## src/rtl/atmos_pkg.sv

```systemverilog
// Shared types, widths and helpers for the atmospheric-light estimator.
package atmos_pkg;

    localparam int PIX_W = 8;
    localparam int CNT_W = 24;

    typedef enum logic [1:0] {
        WAIT_FRAME = 2'd0,
        ACCUM      = 2'd1,
        UPDATE     = 2'd2
    } atmos_state_t;

    function automatic logic [PIX_W-1:0] clamp8(
        input logic [PIX_W-1:0] v,
        input logic [PIX_W-1:0] lo,
        input logic [PIX_W-1:0] hi
    );
        logic [PIX_W-1:0] r;
        if (v < lo) begin
            r = lo;
        end else if (v > hi) begin
            r = hi;
        end else begin
            r = v;
        end
        return r;
    endfunction

endpackage

```

## src/rtl/atmos_iir.sv

```systemverilog
// First-order smoothing of the clamped estimate; only built when ATMOS_IIR_EN is defined.
`ifdef ATMOS_IIR_EN
import atmos_pkg::*;

module atmos_iir #(
    parameter int IIR_SHIFT = 2
) (
    input  logic [PIX_W-1:0] cand,
    input  logic [PIX_W-1:0] cur,
    input  logic             primed,
    output logic [PIX_W-1:0] nxt
);

    logic signed [PIX_W:0] diff_s;
    logic signed [PIX_W:0] step_s;
    logic [PIX_W-1:0]      sum_s;
    logic                  sum_unused_s;

    // The step lies between cur and cand, so the 8-bit sum never wraps.
    always_comb begin
        diff_s = $signed({1'b0, cand}) - $signed({1'b0, cur});
        step_s = diff_s >>> IIR_SHIFT;
        {sum_unused_s, sum_s} = {1'b0, cur} + step_s;
        if (primed) begin
            nxt = sum_s;
        end else begin
            nxt = cand;
        end
    end

endmodule
`endif

```

## src/rtl/atmos_light_est.sv

```systemverilog
// Per-frame atmospheric-light estimator: frame maximum of the dark channel, clamped and latched
// at each vsync rising edge. Optional smoothing is enabled with macro ATMOS_IIR_EN.
import atmos_pkg::*;

module atmos_light_est #(
    parameter logic [7:0]  A_INIT    = 8'd220,
    parameter logic [7:0]  A_MIN     = 8'd128,
    parameter logic [7:0]  A_MAX     = 8'd250,
    parameter logic [23:0] MIN_PIX   = 24'd16,
    parameter int          IIR_SHIFT = 2
) (
    input  logic             pixelclk,
    input  logic             reset_n,
    input  logic [PIX_W-1:0] i_dark,
    input  logic             i_hsync,
    input  logic             i_vsync,
    input  logic             i_de,
    output logic [PIX_W-1:0] o_dark_max,
    output logic             o_update
);

    atmos_state_t     state_r, state_nxt_s;
    logic             vs_d_r;
    logic [PIX_W-1:0] run_max_r, run_max_nxt_s;
    logic [CNT_W-1:0] pix_cnt_r, pix_cnt_nxt_s;
    logic [PIX_W-1:0] dark_max_r, dark_max_nxt_s;
    logic             update_r, update_nxt_s;
    logic [PIX_W-1:0] cand_s;
    logic [PIX_W-1:0] accept_val_s;
    logic             bnd_s;
    logic             hsync_unused_s;

    assign hsync_unused_s = i_hsync | (IIR_SHIFT != 0);
    assign bnd_s          = i_vsync & ~vs_d_r;
    assign cand_s         = clamp8(run_max_r, A_MIN, A_MAX);

`ifdef ATMOS_IIR_EN
    logic primed_r, primed_nxt_s;

    atmos_iir #(.IIR_SHIFT(IIR_SHIFT)) u_iir (
        .cand   (cand_s),
        .cur    (dark_max_r),
        .primed (primed_r),
        .nxt    (accept_val_s)
    );

    // Primed flag: cleared by reset, set by the first accepted frame.
    always_ff @(posedge pixelclk or negedge reset_n) begin
        if (!reset_n) begin
            primed_r <= 1'b0;
        end else begin
            primed_r <= primed_nxt_s;
        end
    end
`else
    assign accept_val_s = cand_s;
`endif

    // Next-state and datapath decisions for the frame FSM.
    always_comb begin
        state_nxt_s    = state_r;
        run_max_nxt_s  = run_max_r;
        pix_cnt_nxt_s  = pix_cnt_r;
        dark_max_nxt_s = dark_max_r;
        update_nxt_s   = 1'b0;
`ifdef ATMOS_IIR_EN
        primed_nxt_s   = primed_r;
`endif
        case (state_r)
            WAIT_FRAME: begin
                run_max_nxt_s = {PIX_W{1'b0}};
                pix_cnt_nxt_s = {CNT_W{1'b0}};
                if (bnd_s) begin
                    state_nxt_s = ACCUM;
                end else begin
                    state_nxt_s = WAIT_FRAME;
                end
            end
            ACCUM: begin
                if (i_de) begin
                    if (i_dark > run_max_r) begin
                        run_max_nxt_s = i_dark;
                    end else begin
                        run_max_nxt_s = run_max_r;
                    end
                    if (pix_cnt_r != {CNT_W{1'b1}}) begin
                        pix_cnt_nxt_s = pix_cnt_r + CNT_W'(1);
                    end else begin
                        pix_cnt_nxt_s = pix_cnt_r;
                    end
                end else begin
                    run_max_nxt_s = run_max_r;
                    pix_cnt_nxt_s = pix_cnt_r;
                end
                if (bnd_s) begin
                    state_nxt_s = UPDATE;
                end else begin
                    state_nxt_s = ACCUM;
                end
            end
            UPDATE: begin
                if (pix_cnt_r >= MIN_PIX) begin
                    dark_max_nxt_s = accept_val_s;
                    update_nxt_s   = 1'b1;
`ifdef ATMOS_IIR_EN
                    primed_nxt_s   = 1'b1;
`endif
                end else begin
                    dark_max_nxt_s = dark_max_r;
                    update_nxt_s   = 1'b0;
                end
                // The pixel sampled during UPDATE opens the new frame.
                if (i_de) begin
                    run_max_nxt_s = i_dark;
                    pix_cnt_nxt_s = CNT_W'(1);
                end else begin
                    run_max_nxt_s = {PIX_W{1'b0}};
                    pix_cnt_nxt_s = {CNT_W{1'b0}};
                end
                state_nxt_s = ACCUM;
            end
            default: begin
                state_nxt_s   = WAIT_FRAME;
                run_max_nxt_s = {PIX_W{1'b0}};
                pix_cnt_nxt_s = {CNT_W{1'b0}};
            end
        endcase
    end

    // State, accumulator and output registers.
    always_ff @(posedge pixelclk or negedge reset_n) begin
        if (!reset_n) begin
            state_r    <= WAIT_FRAME;
            vs_d_r     <= 1'b0;
            run_max_r  <= {PIX_W{1'b0}};
            pix_cnt_r  <= {CNT_W{1'b0}};
            dark_max_r <= A_INIT;
            update_r   <= 1'b0;
        end else begin
            state_r    <= state_nxt_s;
            vs_d_r     <= i_vsync;
            run_max_r  <= run_max_nxt_s;
            pix_cnt_r  <= pix_cnt_nxt_s;
            dark_max_r <= dark_max_nxt_s;
            update_r   <= update_nxt_s;
        end
    end

    assign o_dark_max = dark_max_r;
    assign o_update   = update_r;

endmodule

```

## config.mk

```make
export PLATFORM = sky130hd
export DESIGN_NAME = atmos_light_est
export DESIGN_NICKNAME = d
export VERILOG_FILES = /design/src/rtl/atmos_pkg.sv /design/src/rtl/atmos_iir.sv /design/src/rtl/atmos_light_est.sv
export SDC_FILE = /design/constraint.sdc
export NUM_CORES = 1
export LEC_CHECK = 0
export CORE_AREA = 2 2 97 52
export CTS_CLUSTER_DIAMETER = 150
export CTS_CLUSTER_SIZE = 12
export DETAILED_ROUTE_END_ITERATION = 10
export DIE_AREA = 0 0 99 54
export DONT_BUFFER_PORTS = 1
export GPL_ROUTABILITY_DRIVEN = 0
export PLACE_DENSITY = 0.78
export SLEW_MARGIN = 30
export SYNTH_ARGS = -nofsm -noshare
export SYNTH_HDL_FRONTEND = slang
export SYNTH_SLANG_ARGS = --single-unit
```

## constraint.sdc

```tcl
create_clock -name pixelclk -period 2.8 [get_ports pixelclk]
set_input_delay 0.28 -clock pixelclk [delete_from_list [all_inputs] [get_ports pixelclk]]
set_output_delay 0.28 -clock pixelclk [all_outputs]
set_load 0.03 [all_outputs]
```

Word-level counts from Yosys, hierarchy flattened:

Cells that the tools add are included.

* order comparisons: 4
* reduce and logical (&&, ||, !) cells: 4
* multiplexer cells: 15
* bitwise gates (word level): 2
* add/sub/neg operators: 1
* equality and inequality tests: 6

Operators with widths (number)
* 2-to-1 mux 24 bit: 2
* case mux 24 bit (2 select lines): 1
* 2-to-1 mux 8 bit: 5
* adder 24 x 1 -> 24 bit, second input constant: 1
* >= comparator 24 x 5 -> 1 bit, second input constant: 1
* != test 24 bit, second input constant: 1
* case mux 8 bit (2 select lines): 1
* > comparator 8 bit: 1
* > comparator 8 bit, second input constant: 1
* less-than comparator 8 bit, second input constant: 1
* != test 2 bit, second input constant: 3
* case mux 2 bit (3 select lines): 1
* AND reduction 2 bit: 3
* 2-to-1 mux 1 bit: 4
* equality test 2 x 1 -> 1 bit, second input constant: 1
* equality test 2 bit, second input constant: 1
* zero test 2 bit: 1
* 2-to-1 mux 2 bit: 1
* bitwise AND 1 bit: 1
* inverter 1 bit: 1

* register bits: 44
* output and inout bits: 9
* bits of input ports: 13
* word-level logic and storage cells: 38

Logic depth before layout (Yosys ltp):

Gate-level depths: netlist (run 1).

* depth after elaboration: 4
* depth in mapped cells: 10
* mapped depth without buffers: 7

Worst setup path before layout (run 1):

No wires, ideal clock.

* path type: reg-to-reg
* from: reg run_max_r[7]
* to: reg run_max_r[2]
* buffers on the path: 1
* arrival: 1891 ps
* slack: 785 ps
* cell stages (with the launch flop): 9
* library setup time: 124 ps
* cells stage by stage: dfrtp_1 > inv_1 > ha_1 > nand4_1 > o21a_1 > clkbuf_1 > a21oi_2 > o32ai_1 > a211o_1

* word-level cells in the longest chain between the ends: 3

RTL lines
* from (decl): line atmos_light_est.sv:24 `logic [PIX_W-1:0] run_max_r, run_max_nxt_s;`
* from (signal assigned): line atmos_light_est.sv:135 `run_max_r <= {PIX_W{1'b0}};`
* from (signal assigned): line atmos_light_est.sv:142 `run_max_r <= run_max_nxt_s;`
* > comparator 8 bit: line atmos_light_est.sv:81 `if (i_dark > run_max_r) begin`
* != test 2 bit (no line)
* AND reduction 2 bit (no line)

Every way passes these cells.
A chain may end at the register's enable or synchronous reset.

Final worst setup path (run 1):

Same ends and word-level chain as after synthesis.

==> results of run 1 <==
cell families after synthesis:
family                     Yosys count  share of synthesized area, %
DFF                                 44                          40.2
and+or+nand+nor                    123                          23.9
buffers and inverters               40                          6.27
adders and majority gates           14                          6.36
muxes                                1                         0.364
AOI/OAI and AO/OA                  100                          22.9
layer usage:
metal  GRT usage, %  vias to the layer above  routed length, um
li1               -                     1178                  -
met1           45.7                     1177               3550
met2           37.5                      131               2650
met3           5.71                       10                680
met4           5.94                        0                 63
met5              0                        -                  0
placed cells by master, fill, tap and decap left out, drive strengths merged:
cell         instances
a22o                 1
or3                  1
buf                  9
nor4                 7
ha                  14
a21o                 2
o211ai               2
dfrtp               39
o22ai                9
nand3               21
and4                 2
inv                 19
nand4               13
o31a                 1
clkbuf               8
nor3b                2
a31o                 1
o32ai                4
a211o                8
o31ai                7
nand2               47
mux2i                1
nand2b               2
a221oi               3
and3                 4
or2                  1
and2                 3
a31oi                9
a21oi               20
o21ai               32
nor2                14
nor3                 4
o21a                 1
dlygate4sd3          2
dfstp                5
nor2b                2
what timing repair did:
item / in CTS / in global routing
endpoints found under the hold margin: 44 / 1
hold buffers: 2 / 1
endpoints found under the setup margin: 0 / 0
worst paths after layout:
path                                from            end
min in group asynchronous        reset_n   pix_cnt_r[4]
min reg2reg                pix_cnt_r[18]  pix_cnt_r[18]
min                                 i_de   pix_cnt_r[0]
max reg2reg                 run_max_r[7]   run_max_r[2]
max in group asynchronous        reset_n  o_dark_max[6]
max                         run_max_r[7]   run_max_r[2]
per-stage QoR:
step / hold slack [ns] / total power [mW] / cells / setup slack [ns]
6_report: 0.123 / 1.95 / 380 / 0.523
5_1_grt: 0.131 / 2.07 / 380 / 0.362
4_1_cts: 0.000112 / 1.94 / 379 / 0.544
3_5_place_dp: -0.0150 / 1.48 / 369 / 0.583
3_3_place_gp: -0.0149 / 1.44 / 369 / 0.639
2_1_floorplan: -0.0156 / 1.28 / 322 / 0.785
state kept, by name (all words and copies together) (netlist names):
| name | cells |
|---|---|
| state_r | 2 |
| pix_cnt_r | 24 |
| run_max_r | 8 |
| o_update | 1 |
| o_dark_max | 8 |
| vs_d_r | 1 |
power breakdown:
group | total [mW] | switching (mW) | leakage (nW) | internal, mW
Sequential | 0.748 | 0.0617 | 0.587 | 0.686
Combinational | 0.761 | 0.491 | 0.661 | 0.270
Clock | 0.443 | 0.218 | 0.0515 | 0.225
Total | 1.95 | 0.771 | 1.30 | 1.18
area by class of cell:
class	count	area [um2]
Inverter	19	71.3
Timing Repair Buffer	11	108
Tap cell	60	75.1
Multi-Input combinational cell	238	1470
Clock buffer	8	100
Fill cell	385	1680
Sequential cell	44	1110
critical path, cell delays in order, from the launching register on:
cell	delay (ns)
sky130_fd_sc_hd__dfrtp_1	0.43
sky130_fd_sc_hd__inv_1	0.14
sky130_fd_sc_hd__ha_1	0.34
sky130_fd_sc_hd__nand4_1	0.15
sky130_fd_sc_hd__o21a_1	0.26
sky130_fd_sc_hd__a21oi_2	0.39
sky130_fd_sc_hd__o32ai_1	0.17
sky130_fd_sc_hd__a211o_1	0.28
==> impl_summary.md, run 1 <==
Status
The run finished with clean final reports.

Setup path
The number of cells traversed by the worst register-to-register path is 7. For the worst setup path, the data arrival time is 2.47 ns. The register-to-register setup slack is 0.52 ns. The critical path is of the flip-flop to flip-flop type.

STA classifies the critical path endpoint as a flip-flop. In this run the worst path has a maximum fanout of 8. At the worst endpoint, the required time is between 2 and 3 ns. STA classifies the critical path startpoint as a flip-flop.

Yosys
The cell area after synthesis is around 2800 um2. In the post-synthesis netlist, the biggest area contributors are sky130_fd_sc_hd__dfrtp_1 35%, sky130_fd_sc_hd__ha_1 6.4%, sky130_fd_sc_hd__nand2_1 6.3%. Synthesis inferred 44 register bits. The leading area contributor after synthesis is sky130_fd_sc_hd__dfrtp_1. The sequential fraction of the synthesis area is 40.2%. Sorting the synthesized cells by how often they occur yields 46 x sky130_fd_sc_hd__nand2_1, 39 x sky130_fd_sc_hd__dfrtp_1, 30 x sky130_fd_sc_hd__o21ai_0, 21 x sky130_fd_sc_hd__nand3_1, 19 x sky130_fd_sc_hd__inv_1. The distinct cell type count after synthesis is 45. After synthesis, the share of flip-flops with an asynchronous set or reset is 100%. sky130_fd_sc_hd__nand2_1 is the most common cell in the netlist. Dividing the synthesized area by the synthesized cell count gives about 8.5 um2.

The synthesized design contains 0 enable-type register cells. The share of synthesized area in the top cell type comes to 35.5%. The number of nets in the synthesized netlist is 349.

The flip-flop cell with the highest count after synthesis is sky130_fd_sc_hd__dfrtp_1. The cell count after synthesis came out at 322. For this run, the number of Yosys warnings is 0.

Global routing
Summed over all layers, the global routing overflow is 0. The number of global-route vias before repair is 2213. Entering global routing, the biggest net connects 45 pins.

The first global-routing pass estimated 11.4 mm of wire. The number of antenna violations at the first check in global routing was 0. The total routing usage reported by global routing is 28.2%.

STA
The time the worst path needs with I/O delays and setup is approximately 2.3 ns. The final critical path takes up about 80% of the cycle. Setup violations remaining at the end of the flow were counted as 0.

Timing would allow up to 439 MHz. Setup repair after global routing left no endpoint under its margin. The final worst clock skew is 0.00678 ns. The number of max-slew violations in the final report was 0.

The final hold violation count came to 0. The actual slew at the worst max-slew pin is 0.583 ns. The remaining max-slew budget at the tightest pin is 60.9%. Setup total negative slack on the finished layout was measured at 0 ns.

Route
After detailed routing, the average wire length per cell comes to 18.3 um. The routed wire length is slightly below 7 mm. The DRC marker count from the first detailed-route iteration is 262. The count of nets left with antenna violations once routing finished came out at 0. The routed via count divided by cell count is 6.57. The final routed DRC violation total is 0. The detailed router placed 2496 vias in this run. The pre-antenna-repair detailed-routing pass consisted of 5 iterations.

Floorplan
The total number of placement rows is 18. For this configuration, the core starts out at a cell density of approximately three fifths. The die covers roughly 5300 um2.

The floorplan step set the die width to 99 um. In this run the vertical extent of the chip is 54 um. The core area is 4620 um2. The number of primary I/O pins is 22.

Job
Across the run, the number of max-cap violations was 0.

Placed design
Detailed placement ended at an HPWL of 5.04 mm. The count of buffers added on input and output ports is 0. Summing all placed instances gives a cell area of 2790 um2.

CTS
In this run the post-CTS setup repair buffer count came out at 0. Clock-pin slew was measured on the worst setup and hold paths at around 0.080 ns. The worst-case clock buffer depth is 2. The total of cells resized after clock tree synthesis is 0. TritonCTS built the clock tree. Clock tree synthesis selected as its root buffer the cell sky130_fd_sc_hd__clkbuf_8. The number of clock sinks is 44.

TritonCTS created 5 clock buffers. The insertion delay of the later-clocked pin in the worst-skew pair is approximately 0.30 ns. The H-tree depth reported by CTS is 2.

Cells and area
The layout overhead on the synthesized area is 6.59%. Once layout is complete, the utilization of the core stands at 63.6%. The final standard cell area without fillers is 2930 um2. The repair_antennas step left the layout with diodes totalling 0.

The final net count is between 300 and 400. Of the cells placed in the final design, the portion with a size suffix greater than 1 is 10.0%.

Pwr
The power per cell area is 665 nW/um2. In this run the static leakage power is between 1 and 1.5 nW. VDD sags by at most 0.453 mV.

Min path
The type of the tightest min-delay check is input pin to flip-flop. Counting instances, the worst hold path has a depth of 2.
Power figures use the tool's default switching activity.
==> run 2: changes to the inputs <==
--- a/config.mk
+++ b/config.mk
@@ -5,14 +5,14 @@
 export SDC_FILE = /design/constraint.sdc
 export NUM_CORES = 1
 export LEC_CHECK = 0
-export CORE_AREA = 2 2 97 52
+export CORE_AREA = 2 2 102 55
 export CTS_CLUSTER_DIAMETER = 150
 export CTS_CLUSTER_SIZE = 12
 export DETAILED_ROUTE_END_ITERATION = 10
-export DIE_AREA = 0 0 99 54
+export DIE_AREA = 0 0 104 57
 export DONT_BUFFER_PORTS = 1
 export GPL_ROUTABILITY_DRIVEN = 0
-export PLACE_DENSITY = 0.78
+export PLACE_DENSITY = 0.74
 export SLEW_MARGIN = 30
 export SYNTH_ARGS = -nofsm -noshare
 export SYNTH_HDL_FRONTEND = slang
==> constraint.sdc (replaced) <==
create_clock -name pixelclk -period 1.9 [get_ports pixelclk]
set_input_delay 0.19 -clock pixelclk [delete_from_list [all_inputs] [get_ports pixelclk]]
set_output_delay 0.19 -clock pixelclk [all_outputs]
set_load 0.03 [all_outputs]
==> run 2 against run 1 <==
Compared with the run above: setup slack lost 0.63 ns; the run now ends with setup timing left; cell count grew 16%; sequential power grew 42%.
==> impl_summary.md, run 2 (synthesis gave the netlist of run 1 again) <==
Status
The flow ran to the end, but the final reports show violations. The final reports fail on setup timing.

Route
The count of nets left with antenna violations after detail routing came to 0 (unchanged). The number of iterations in the first detailed-routing pass is 8 (+3). The routed wire length is 8.10 mm (+17%). The DRC marker count from the first detailed-route iteration came to 361 (+38%). The routed via count divided by cell count was 6.36 (-3.2%).

The via count came to 2803 (+12%). The final routed DRC violation total is 0 (unchanged). The average wire per standard cell is 18.4 um (+0.39%).

STA
The top achievable clock speed is 498 MHz (+13%). The post-route fraction of the period consumed by the critical path is 106% (+24 points). The final hold violation count was 0 (unchanged).

The final critical-path setup slack was -0.109 ns (-0.631 ns). Setup repair after global routing could not meet its margin everywhere. The final worst clock skew is 0.00765 ns (+0.000872 ns). The time the worst path needs with I/O delays and setup came to 2.01 ns (-0.269 ns).

The actual slew at the worst max-slew pin was 0.593 ns (+0.0102 ns). The number of endpoints failing setup at the final stage is 10 (+10). The number of max-slew violations in the final report is 0 (unchanged). The remaining max-slew budget at the tightest pin came to 60.2% (-0.77 points).

Pwr
The switching power of the nets is 1.36 mW (+76%). The part of the power in registers is 31.9% (-6.4 points). The part of the total power dissipated in combinational logic came to 49.7% (+11 points).

The total design power is 3.33 mW (+71%). The power per cell area is 952 nW/um2 (+43%). The fraction of power spent switching nets is 40.7% (+1.2 points). The worst ir drop on vdd is 0.685 mV (+51%). The share of power burned in the clock network is 18.3% (-4.4 points). The internal power component came to 1.98 mW (+67%). The static leakage came to 1.59 nW (+22%).

Placed design
The post-detailed-placement half-perimeter wirelength was 5.46 mm (+8.3%). The cell area after placement is 3070 um2 (+10%). The worst slack at placement is -0.107 ns (-0.690 ns). The port buffer count was 0 (unchanged).

The cell total after placement is 416 (+13%).

Global routing
The pin count of the biggest net entering global routing was 45 (unchanged). The number of global-route vias before repair was 2396 (+8.3%). The total routing usage reported by global routing is 26.7% (-1.5 points). The global route total overflow was 0 (unchanged). The number of antenna violations at the first check in global routing was 0 (unchanged).

The first-pass GRT wire length is 12.3 mm (+7.4%).

Cells and area
The area occupied by multi-input gates was 1630 um2 (+11%). The proportion of layout cells with a drive suffix above 1 came to 27.7% (+18 points). The number of filler instances in the final layout came to 385 (unchanged). The end-of-flow core utilization is 68.1% (+4.6 points). In the layout the commonest cells are 49 x sky130_fd_sc_hd__buf_4, 45 x sky130_fd_sc_hd__nand2_1, 38 x sky130_fd_sc_hd__dfrtp_1, 28 x sky130_fd_sc_hd__o21ai_0, 21 x sky130_fd_sc_hd__nand3_1. The number of standard cells in the final layout excluding fillers was 441 (+16%).

The number of flip-flops under the largest register name came to 24 (unchanged). Leaving out fill and tap cells, the most frequent cell in the layout is sky130_fd_sc_hd__buf_4. The register bank with the most flops is pix_cnt_r.

The final standard cell area without fillers is 3500 um2 (+19%). The antenna cell count is 0 (unchanged). The layout overhead on the synthesized area is 27.1%. The area of all sequential standard cells is 1110 um2 (+0.11%). The final net count came to 394 (+14%).

Floorplan
The floorplan die area is 5930 um2 (+11%). The core area was 5130 um2 (+11%). The total number of placement rows came to 19 (+1). The initial standard-cell utilization of the core is 53.6% (-6.0 points). The number of primary I/O pins is 22 (unchanged).

The height of the die is 57 um (+5.6%). The horizontal die dimension is 104 um (+5.1%).

CTS
The number of clock sinks was 44 (unchanged). The clock tree from TritonCTS is built. The worst-case clock buffer depth was 2 (unchanged).

The insertion delay of the later-clocked pin in the worst-skew pair is 0.31 ns (about the same). The H-tree depth reported by CTS is 2 (unchanged). The clock transition at the register clock pins on the worst setup and hold paths after CTS is 0.09 ns (about the same). The CTS buffer count is 5 (unchanged). The buffer type at the clock tree root is sky130_fd_sc_hd__clkbuf_8.

Setup path
The arrival time of data at the critical path endpoint is 2.20 ns (-0.27 ns). The maximum fanout encountered on the critical timing path was 5 (-3). The required time at the endpoint of the critical path came to 2.09 ns (-0.90 ns). STA classifies the critical path endpoint as a flip-flop. The worst setup path is launched from a flip-flop.

The critical path is of the flip-flop to flip-flop type.

Min path
In this run the worst hold path is classified as input pin to flip-flop.

Job
The total of max-cap violations is 0 (unchanged).
run 2: routing by layer:
layer	track usage [%]	wire length [um]
met1	42.9	3730
met2	35.4	3220
met3	7.31	1010
met4	5.21	134
met5	0	0
run 2: power by group through the flow:
| stage | sequential (mW) | combinational, mW | clock, mW |
|---|---|---|---|
| 6_report | 1.06 | 1.66 | 0.611 |
| 3_5_place_dp | 1.07 | 1.25 | 0 |
| 5_1_grt | 1.07 | 1.77 | 0.648 |
| 2_1_floorplan | 1.09 | 0.817 | 0 |
| 3_3_place_gp | 1.07 | 1.20 | 0 |
| 4_1_cts | 1.06 | 1.33 | 0.604 |
run 2: per-stage QoR:
stage          setup TNS (ns)  hold WS (ns)
3_5_place_dp           -0.847        -0.105
6_report               -0.652        0.0463
5_1_grt                 -1.53        0.0549
3_3_place_gp           -0.247        -0.105
4_1_cts               -0.0187        0.0344
2_1_floorplan         -0.0427        -0.106
run 2: area by class of cell:
type	instances	share of cell area [%]
Multi-Input combinational cell	238	46.5
Clock inverter	3	0.536
Tap cell	73	2.61
Sequential cell	44	31.7
Inverter	19	2.04
Timing Repair Buffer	59	14.6
Clock buffer	5	1.97
run 2: worst paths after layout:
kind / from / endpoint / slack [ns] / cells after the start
worst max register to register: run_max_r[6] / run_max_r[5] / -0.11 / 8
worst min-delay path: i_de / pix_cnt_r[0] / 0.05 / 2
max in group asynchronous: reset_n / o_dark_max[6] / 1.24 / 2
worst min register to register: pix_cnt_r[19] / pix_cnt_r[19] / 0.54 / 1
worst max-delay path: run_max_r[6] / run_max_r[5] / -0.11 / 8
min in group asynchronous: reset_n / run_max_r[2] / 0.38 / 2
run 2: critical path: stages (launching register included):
cell and delay, ns:
sky130_fd_sc_hd__dfrtp_1 0.40, sky130_fd_sc_hd__inv_2 0.08, sky130_fd_sc_hd__ha_4 0.27, sky130_fd_sc_hd__nand4_1 0.15, sky130_fd_sc_hd__buf_4 0.19, sky130_fd_sc_hd__a21o_1 0.18
sky130_fd_sc_hd__nor3b_4 0.17, sky130_fd_sc_hd__buf_6 0.15, sky130_fd_sc_hd__a211o_1 0.30
run 2: what timing repair did:
action | CTS | global route
hold endpoints to repair | 45 | 0
hold buffers | 3 | 0
endpoints found under the setup margin | 18 | 35
setup buffers | 1 | 13
pin swaps | 4 | 19
gates resized for setup | 5 | 27
gates cloned | 0 | 0
